<file path="config.mk">
export PLATFORM = sky130hd
export DESIGN_NAME = ysyx_22041412_axi_dbridge_flat
export DESIGN_NICKNAME = d
export VERILOG_FILES = /design/src/rtl/ysyx_22041412_axi_dbridge_if.sv /design/src/rtl/ysyx_22041412_axi_dbridge.sv /design/src/flat_wrapper.sv
export SDC_FILE = /design/constraint.sdc
export NUM_CORES = 1
export LEC_CHECK = 0
export CAP_MARGIN = 30
export CORE_AREA = 2 2 173 175
export DETAILED_ROUTE_END_ITERATION = 16
export DIE_AREA = 0 0 175 177
export PLACE_DENSITY = 0.6
export REMOVE_ABC_BUFFERS = 1
export SLEW_MARGIN = 20
export SYNTH_ARGS = -nofsm -noshare
export SYNTH_HDL_FRONTEND = slang
export SYNTH_SLANG_ARGS = --single-unit
</file>
<file path="constraint.sdc">
create_clock -name clk -period 2.08 [get_ports clk]
set_clock_uncertainty 0.15 [all_clocks]
set_input_delay 0.312 -clock clk [delete_from_list [all_inputs] [get_ports clk]]
set_output_delay 0.312 -clock clk [all_outputs]
set_load 0.01 [all_outputs]
</file>
<file path="src/rtl/ysyx_22041412_axi_dbridge_if.sv">
// AXI4 master-side bus bundle for the Dcache bridge: AR/R read channels and
// AW/W/B write channels, with master (bridge) and slave (memory) views.
interface ysyx_22041412_axi_dbridge_if #(
  parameter int ADDR_WIDTH = 32,
  parameter int DATA_WIDTH = 64
);
  logic                  arvalid;
  logic                  arready;
  logic [ADDR_WIDTH-1:0] araddr;
  logic [7:0]            arlen;
  logic                  rvalid;
  logic                  rready;
  logic [DATA_WIDTH-1:0] rdata;
  logic                  rlast;
  logic                  awvalid;
  logic                  awready;
  logic [ADDR_WIDTH-1:0] awaddr;
  logic [7:0]            awlen;
  logic                  wvalid;
  logic                  wready;
  logic [DATA_WIDTH-1:0] wdata;
  logic [7:0]            wstrb;
  logic                  wlast;
  logic                  bvalid;
  logic                  bready;

  modport master (
    output arvalid, araddr, arlen, rready,
    output awvalid, awaddr, awlen, wvalid, wdata, wstrb, wlast, bready,
    input  arready, rvalid, rdata, rlast, awready, wready, bvalid
  );

  modport slave (
    input  arvalid, araddr, arlen, rready,
    input  awvalid, awaddr, awlen, wvalid, wdata, wstrb, wlast, bready,
    output arready, rvalid, rdata, rlast, awready, wready, bvalid
  );
endinterface

</file>
<file path="src/rtl/ysyx_22041412_axi_dbridge.sv">
// Dcache-to-AXI bridge: one burst read or burst write in flight at a time,
// followed by a single DONE cycle so a lingering request valid is not reissued.
module ysyx_22041412_axi_dbridge #(
  parameter int ADDR_WIDTH = 32,
  parameter int DATA_WIDTH = 64
) (
  input  logic                  clk,
  input  logic                  rst,
  input  logic                  r_valid_i,
  input  logic [ADDR_WIDTH-1:0] r_addr_i,
  input  logic [7:0]            r_len_i,
  output logic                  r_ready_o,
  output logic                  r_last_o,
  output logic [DATA_WIDTH-1:0] r_data_o,
  input  logic                  w_valid_i,
  input  logic [ADDR_WIDTH-1:0] w_addr_i,
  input  logic [2:0]            w_size_i,
  input  logic [7:0]            w_len_i,
  input  logic [DATA_WIDTH-1:0] w_data_i,
  output logic                  w_ready_o,
  output logic                  w_last_o,
  ysyx_22041412_axi_dbridge_if.master axi
);

  localparam logic [2:0] S_IDLE  = 3'd0;
  localparam logic [2:0] S_RD_AR = 3'd1;
  localparam logic [2:0] S_RD_R  = 3'd2;
  localparam logic [2:0] S_WR_AW = 3'd3;
  localparam logic [2:0] S_WR_W  = 3'd4;
  localparam logic [2:0] S_WR_B  = 3'd5;
  localparam logic [2:0] S_DONE  = 3'd6;

  logic [2:0]            state_q, state_d;
  logic [ADDR_WIDTH-1:0] addr_q;
  logic [7:0]            len_q;
  logic [1:0]            size_q;
  logic [7:0]            cnt_q, cnt_d;
  logic                  r_ready_q;
  logic                  r_last_q;
  logic [DATA_WIDTH-1:0] r_data_q;
  logic                  w_last_q;

  logic       rd_hs;
  logic       w_hs;
  logic       wlast_c;
  logic [7:0] strb_base;
  logic [7:0] strb_shifted;
  logic       unused_size_msb;

  // Only B/H/W/D sizes exist for stores, so bit 2 of func3 carries no information.
  assign unused_size_msb = w_size_i[2];

  assign rd_hs   = (state_q == S_RD_R) && axi.rvalid;
  assign wlast_c = (state_q == S_WR_W) && (cnt_q == len_q);
  assign w_hs    = axi.wvalid && axi.wready;

  always_comb begin
    state_d = state_q;
    case (state_q)
      S_IDLE: begin
        if (w_valid_i) begin
          state_d = S_WR_AW;
        end else if (r_valid_i) begin
          state_d = S_RD_AR;
        end
      end
      S_RD_AR: if (axi.arready) state_d = S_RD_R;
      S_RD_R:  if (axi.rvalid && axi.rlast) state_d = S_DONE;
      S_WR_AW: if (axi.awready) state_d = S_WR_W;
      S_WR_W:  if (w_hs && wlast_c) state_d = S_WR_B;
      S_WR_B:  if (axi.bvalid) state_d = S_DONE;
      S_DONE:  state_d = S_IDLE;
      default: state_d = S_IDLE;
    endcase
  end

  always_comb begin
    cnt_d = cnt_q;
    if (state_q == S_WR_AW) begin
      cnt_d = 8'd0;
    end else if (w_hs) begin
      cnt_d = cnt_q + 8'd1;
    end
  end

  always_comb begin
    case (size_q)
      2'd0:    strb_base = 8'h01;
      2'd1:    strb_base = 8'h03;
      2'd2:    strb_base = 8'h0F;
      default: strb_base = 8'hFF;
    endcase
  end

  // Sub-doubleword strobes only make sense for a single-beat store.
  assign strb_shifted = strb_base << addr_q[2:0];

  always_ff @(posedge clk) begin
    if (!rst) begin
      state_q   <= S_IDLE;
      addr_q    <= '0;
      len_q     <= 8'd0;
      size_q    <= 2'd0;
      cnt_q     <= 8'd0;
      r_ready_q <= 1'b0;
      r_last_q  <= 1'b0;
      r_data_q  <= '0;
      w_last_q  <= 1'b0;
    end else begin
      state_q   <= state_d;
      cnt_q     <= cnt_d;
      r_ready_q <= rd_hs;
      r_last_q  <= rd_hs && axi.rlast;
      w_last_q  <= (state_q == S_WR_B) && axi.bvalid;
      if (rd_hs) begin
        r_data_q <= axi.rdata;
      end
      if (state_q == S_IDLE) begin
        if (w_valid_i) begin
          addr_q <= w_addr_i;
          len_q  <= w_len_i;
          size_q <= w_size_i[1:0];
        end else if (r_valid_i) begin
          addr_q <= r_addr_i;
          len_q  <= r_len_i;
        end
      end
    end
  end

  // Bus payloads are zeroed outside their own phase so an idle bridge drives all-zero.
  assign axi.arvalid = (state_q == S_RD_AR);
  assign axi.araddr  = (state_q == S_RD_AR) ? addr_q : '0;
  assign axi.arlen   = (state_q == S_RD_AR) ? len_q : 8'd0;
  assign axi.rready  = (state_q == S_RD_R);
  assign axi.awvalid = (state_q == S_WR_AW);
  assign axi.awaddr  = (state_q == S_WR_AW) ? addr_q : '0;
  assign axi.awlen   = (state_q == S_WR_AW) ? len_q : 8'd0;
  assign axi.wvalid  = (state_q == S_WR_W);
  assign axi.wdata   = (state_q == S_WR_W) ? w_data_i : '0;
  assign axi.wstrb   = (state_q != S_WR_W) ? 8'h00 :
                       (len_q == 8'd0)     ? strb_shifted : 8'hFF;
  assign axi.wlast   = wlast_c;
  assign axi.bready  = (state_q == S_WR_B);

  assign r_ready_o = r_ready_q;
  assign r_last_o  = r_last_q;
  assign r_data_o  = r_data_q;
  assign w_ready_o = w_hs;
  assign w_last_o  = w_last_q;

endmodule
</file>
<file path="src/flat_wrapper.sv">
// flat-port wrapper written by rule: the top's interface ports become plain ports
module ysyx_22041412_axi_dbridge_flat 
#(
  parameter int ADDR_WIDTH = 32,
  parameter int DATA_WIDTH = 64
)
  (clk, rst, r_valid_i, r_addr_i, r_len_i, r_ready_o, r_last_o, r_data_o, w_valid_i, w_addr_i, w_size_i, w_len_i, w_data_i, w_ready_o, w_last_o, axi_arvalid, axi_araddr, axi_arlen, axi_rready, axi_awvalid, axi_awaddr, axi_awlen, axi_wvalid, axi_wdata, axi_wstrb, axi_wlast, axi_bready, axi_arready, axi_rvalid, axi_rdata, axi_rlast, axi_awready, axi_wready, axi_bvalid);
  ysyx_22041412_axi_dbridge_if #(.ADDR_WIDTH(ADDR_WIDTH), .DATA_WIDTH(DATA_WIDTH)) axi_i ();
  input  logic clk;
  input  logic rst;
  input  logic r_valid_i;
  input  logic [ADDR_WIDTH-1:0] r_addr_i;
  input  logic [7:0] r_len_i;
  output logic r_ready_o;
  output logic r_last_o;
  output logic [DATA_WIDTH-1:0] r_data_o;
  input  logic w_valid_i;
  input  logic [ADDR_WIDTH-1:0] w_addr_i;
  input  logic [2:0] w_size_i;
  input  logic [7:0] w_len_i;
  input  logic [DATA_WIDTH-1:0] w_data_i;
  output logic w_ready_o;
  output logic w_last_o;
  output wire logic [$bits(axi_i.arvalid)-1:0] axi_arvalid;
  output wire logic [$bits(axi_i.araddr)-1:0] axi_araddr;
  output wire logic [$bits(axi_i.arlen)-1:0] axi_arlen;
  output wire logic [$bits(axi_i.rready)-1:0] axi_rready;
  output wire logic [$bits(axi_i.awvalid)-1:0] axi_awvalid;
  output wire logic [$bits(axi_i.awaddr)-1:0] axi_awaddr;
  output wire logic [$bits(axi_i.awlen)-1:0] axi_awlen;
  output wire logic [$bits(axi_i.wvalid)-1:0] axi_wvalid;
  output wire logic [$bits(axi_i.wdata)-1:0] axi_wdata;
  output wire logic [$bits(axi_i.wstrb)-1:0] axi_wstrb;
  output wire logic [$bits(axi_i.wlast)-1:0] axi_wlast;
  output wire logic [$bits(axi_i.bready)-1:0] axi_bready;
  input wire logic [$bits(axi_i.arready)-1:0] axi_arready;
  input wire logic [$bits(axi_i.rvalid)-1:0] axi_rvalid;
  input wire logic [$bits(axi_i.rdata)-1:0] axi_rdata;
  input wire logic [$bits(axi_i.rlast)-1:0] axi_rlast;
  input wire logic [$bits(axi_i.awready)-1:0] axi_awready;
  input wire logic [$bits(axi_i.wready)-1:0] axi_wready;
  input wire logic [$bits(axi_i.bvalid)-1:0] axi_bvalid;
  assign axi_arvalid = axi_i.arvalid;
  assign axi_araddr = axi_i.araddr;
  assign axi_arlen = axi_i.arlen;
  assign axi_rready = axi_i.rready;
  assign axi_awvalid = axi_i.awvalid;
  assign axi_awaddr = axi_i.awaddr;
  assign axi_awlen = axi_i.awlen;
  assign axi_wvalid = axi_i.wvalid;
  assign axi_wdata = axi_i.wdata;
  assign axi_wstrb = axi_i.wstrb;
  assign axi_wlast = axi_i.wlast;
  assign axi_bready = axi_i.bready;
  assign axi_i.arready = axi_arready;
  assign axi_i.rvalid = axi_rvalid;
  assign axi_i.rdata = axi_rdata;
  assign axi_i.rlast = axi_rlast;
  assign axi_i.awready = axi_awready;
  assign axi_i.wready = axi_wready;
  assign axi_i.bvalid = axi_bvalid;
  ysyx_22041412_axi_dbridge #(.ADDR_WIDTH(ADDR_WIDTH), .DATA_WIDTH(DATA_WIDTH)) u_core (.clk(clk), .rst(rst), .r_valid_i(r_valid_i), .r_addr_i(r_addr_i), .r_len_i(r_len_i), .r_ready_o(r_ready_o), .r_last_o(r_last_o), .r_data_o(r_data_o), .w_valid_i(w_valid_i), .w_addr_i(w_addr_i), .w_size_i(w_size_i), .w_len_i(w_len_i), .w_data_i(w_data_i), .w_ready_o(w_ready_o), .w_last_o(w_last_o), .axi(axi_i));
endmodule
</file>
Word level (Yosys, flattened, before mapping)

Index checks and enable logic that the tools add are counted.

Bits in latches: 0
Memory bits (read-only): 0
Bits in writable memories: 0
Bits of input ports: 221
Output and inout port bits: 226
Word-level logic and storage cells: 62
Memories: 0
Bits in registers: 120

Equal/unequal tests: 15
$mul: 0
Muxes and demuxes: 20
Add/subtract/negate cells: 1
Reductions and logical operators: 15
Div/mod/pow operators: 0
Shift-type cells: 1
Order comparisons: 0
Bitwise operators: 1

Operators by type and width:

| kind                                                                    | count |
|---|---|
| 32-bit 2-to-1 mux                                                       | 4 |
| 64-bit 2-to-1 mux                                                       | 1 |
| 8-bit 2-to-1 mux                                                        | 6 |
| 8-bit one-hot mux with 3 select lines                                   | 1 |
| 3-bit 2-to-1 mux                                                        | 7 |
| 3-bit one-hot mux with 6 select lines                                   | 1 |
| 8-bit by 1-bit adder with 8-bit output, second input constant           | 1 |
| 8-bit == test                                                           | 1 |
| 8-bit zero test                                                         | 1 |
| 2-bit by 1-bit inequality test with 1-bit output, second input constant | 4 |
| 8-bit by 3-bit << shifter with 8-bit output                             | 1 |
| 1-bit logical AND                                                       | 7 |
| 3-bit by 2-bit == test with 1-bit output, second input constant         | 2 |
| 3-bit == test, second input constant                                    | 2 |
| 3-bit inequality test, second input constant                            | 2 |
| 6-bit AND reduction                                                     | 1 |
| 2-bit AND reduction                                                     | 2 |
| 3-bit by 1-bit == test with 1-bit output, second input constant         | 1 |
| 3-bit zero test                                                         | 1 |
| 2-bit by 1-bit == test with 1-bit output, second input constant         | 1 |
| 2-bit == test, second input constant                                    | 1 |
| 2-bit zero test                                                         | 1 |
| 2-bit inequality test, second input constant                            | 1 |
| 2-bit nonzero test                                                      | 1 |
| 2 further kinds                                                         | 2 |

Longest topological paths before layout

Depth in word-level cells: 5
Depth in mapped cells: 7

Worst setup path before layout

OpenSTA, ideal clock, no wires.

Kind: reg-to-output
Start: register u_core.len_q[3]
End: output port axi_wstrb[4]
Arrival: 1.358 ns
Path buffers: 0
Cell stages (with the launch flop): 5
Setup slack: 0.260 ns
Cells stage by stage: dfxtp_1 -> or4_1 -> nor2_4 -> o31ai_1 -> o21a_1

Cells in the longest elaborated chain, start to end: 3

Ends and longest elaborated chain:

| item                   | RTL line                         | RTL |
|---|---|---|
| from (decl)            | ysyx_22041412_axi_dbridge.sv:35  | `logic [7:0] len_q;` |
| from (signal assigned) | ysyx_22041412_axi_dbridge.sv:121 | `len_q <= w_len_i;` |
| from (signal assigned) | ysyx_22041412_axi_dbridge.sv:125 | `len_q <= r_len_i;` |
| 8-bit zero test        | ysyx_22041412_axi_dbridge.sv:142 | `(len_q == 8'd0) ? strb_shifted : 8'hFF;` |
| 8-bit 2-to-1 mux       | ysyx_22041412_axi_dbridge.sv:142 |  |
| 8-bit 2-to-1 mux       | ysyx_22041412_axi_dbridge.sv:141 | `assign axi.wstrb = (state_q != S_WR_W) ? 8'h00 :` |
| to (decl)              | flat_wrapper.sv:33               | `output wire logic [$bits(axi_i.wstrb)-1:0] axi_wstrb;` |

Every way passes these cells.

Final worst setup path

Ends and elaborated chain as after synthesis.

==> results_dict.tcl <==
set metrics [dict create \
    p_per_area_nw_per_um2 1140 \
    clkLatencyLatePin_ns 0.41 \
    slew_violations 0 \
    multi_input_area_um2 4040 \
    cts_inserted_buffers 17 \
    post-route-drc-count 0 \
    ir_worst_vdd_mv 0.529 \
    cts_tree "done" \
    drtIter0Drc 253 \
    min_path_type "in2reg" \
    setup_tns_ns -3.46 \
    cts.sinks 120 \
    initial_utilization_pct 21.9 \
    yosys.area.top_type_share_pct 37.4 \
    finalHoldViolations 0 \
    synth_top_flop_cell "dfxtp_1" \
    reg2reg_to "u_core.r_data_o[25]" \
    p_sw_share_pct 36.1 \
    routedWlPerCell_um 17.9 \
    avgSynthCellArea_um2 8.34 \
    clk_transition_reported_paths_ns 0.06 \
    final.period_utilization_pct 111 \
    worstPathRequired_ns 1.62 \
    grt.overflow.total 0 \
    max_cap_violations 0 \
    switchingPower_w 0.00553 \
    finalNetCount 1502 \
    synth_compound_area_share_pct 17.3 \
    worstSetupStartpoint "u_core.len_q[3]" \
    pwr-share-comb_pct 57.3 \
    synth_mux_area_share_pct 6.40 \
    synth_enable_flop_cells 0 \
    grt_max_degree 65 \
    root_buffer "clkbuf_16" \
    syn2layout_area_growth_pct 109 \
    n_antenna_cell 0 \
    track_usage_pct 18.6 \
    wl_um 30100 \
    fill_cells 2816 \
    total_power_w 0.0153 \
    ys_warn_count 0 \
    fp.dieArea_um2 31000 \
    grt_pass1_vias 7227 \
    io_buffers 445 \
    synth_largest_area_cell "dfxtp_1" \
    clockBufferDepth 2 \
    async_flop_share_pct 0 \
    period_needed_ns 2.31 \
    tightest_slew_ns 0.323 \
    hold_path_end "u_core.addr_q[19]" \
    p_leak_nw 6.14 \
    yosysSeqAreaShare_pct 37.4 \
    ios 447 \
    synth-seq-cells 120 \
    hold_depth 2 \
    hpwl_um 20000 \
    cp-end-kind "primary output" \
    die_x_um 175 \
    slew_headroom_pct 77.8 \
    viasPerCell 4.41 \
    whs_ns 0.131 \
    worst_slack_ns -0.227 \
    grt_pass1_wl_um 44000 \
    crit_arrival_ns 1.85 \
    synth_cell_type_count 44 \
    antenna_found_initial 0 \
    syn_area_um2 6410 \
    status "finished, violations left" \
    r2r_start "u_core.state_q[1]" \
    dieHeight_um 177 \
    setup_viol 52 \
    synth_cells 769 \
    violations "setup timing" \
    clockPowerShare_pct 20.9 \
    path_max_fanout 4 \
    seqCellArea_um2 2420 \
    p_int_w 0.00978 \
    cts.hold.buffers_added 0 \
    timing.fmax_ghz 0.433 \
    synth_most_common_cell "nand2_1" \
    gp_congestion 0.814 \
    dr.pass1.iters 4 \
    ys_top_cells_by_area "dfxtp_1 37%, and3_1 10%, nand2_1 10%, mux2i_1 6.4%, o211a_1 6.2%" \
    startpoint_type "flip-flop" \
    synthAdderAreaFrac_pct 0.195 \
    htreeDepth 4 \
    synthTopCellsByCount "173 x nand2_1, 120 x dfxtp_1, 107 x and3_1" \
    drive_gt1_share_pct 34.4 \
    core.rowCount 63 \
    synth_top_family_by_area "simple AND/OR/NAND/NOR gates" \
    coreArea_um2 29200 \
    worst-r2r-setup-slack_ns 0.23 \
    rsz0062_at_grt "true" \
    hp-start "rst" \
    ant_nets 0 \
    p_seq_share_pct 21.8 \
    synth_simple_gate_area_share_pct 30.4 \
    path_class "reg2out" \
    vias 7426 \
    reg2regPathDepth 8 \
    synthXorXnorAreaFrac_pct 2.05 \
]
[worst max path at each step]
stage	endpoint	cells after the start
floorplan	u_core.state_q[0]	4
global placement	axi_wstrb[4]	5
detailed placement	axi_wstrb[4]	5
CTS	axi_wstrb[4]	5
global route	axi_wstrb[3]	6
finish	axi_wstrb[4]	5
[metal layers]
metal	global-route usage, %	vias to the layer above	share of wire (%)
met2	32.2	275	49
met5	0	-	0
li1	-	3665	-
met4	5.07	0	1.6
met3	5.03	23	6.4
met1	22.8	3463	43
[cell usage in the layout, fill, tap and decap left out, drive strengths merged, types with 6 or more instances in the layout]
master,Yosys,layout
clkbuf,46,58
nor2,18,18
and3,107,107
and2,43,43
buf,27,234
xor2,11,11
nand2,183,183
o211a,40,40
inv,4,6
dfxtp,120,120
a21oi,11,11
a21boi,66,66
clkdlybuf4s50,0,284
mux2i,41,41
[power groups by stage]
stage,registers (W),clock network [W],logic [W]
after detailed placement,0.00329,0,0.00615
after global routing,0.00339,0.00340,0.00936
final,0.00334,0.00319,0.00878
after CTS,0.00331,0.00329,0.00839
after floorplan,0.00335,0,0.00214
after global placement,0.00326,0,0.00614
[sequential cells by signal, summed over array words and instances (netlist names)]
name / flops
u_core.size_q: 2
u_core.state_q: 3
u_core.r_last_o: 1
u_core.len_q: 8
u_core.w_last_o: 1
u_core.cnt_q: 8
u_core.r_data_o: 64
u_core.r_ready_o: 1
u_core.addr_q: 32
[through the flow]
step	cells	utilization, %	setup WS, ns	area [µm²]
after floorplan	696	-	-2.28	6030
after global placement	1602	40.0	-0.194	11700
after detailed placement	1602	40.0	-0.185	11700
after CTS	1681	44.5	-0.253	13000
after global routing	1682	45.9	-0.311	13400
final	1682	45.9	-0.227	13400
[worst max-delay path, cell delays in order (launching register included)]
cell and delay (ns):
dfxtp_1 0.31, or4_4 0.54, nor2_4 0.19, o31ai_1 0.10, o21a_1 0.18, buf_6 0.12
[cells by family after synthesis]
| family | after synthesis |
|---|---|
| mux | 41 |
| simple gates | 381 |
| fa+ha+maj | 1 |
| flops | 120 |
| xor+xnor | 15 |
| compound gates | 134 |
| buf+inv | 77 |
[final cells by class]
| cell class | count | share of cell area, % |
|---|---|---|
| Clock buffer | 17 | 3.17 |
| Clock inverter | 14 | 1.49 |
| Inverter | 4 | 0.112 |
| Multi-Input combinational cell | 572 | 30.0 |
| Sequential cell | 120 | 18.0 |
| Tap cell | 390 | 3.63 |
| Timing Repair Buffer | 565 | 43.5 |
[what timing repair did]
action / in CTS / in global routing
setup endpoints to repair: 159 / 154
cloned: 16 / 5
resized for setup: 640 / 215
setup buffers: 36 / 7
pin swaps: 28 / 29
Power figures use the tool's default switching activity.
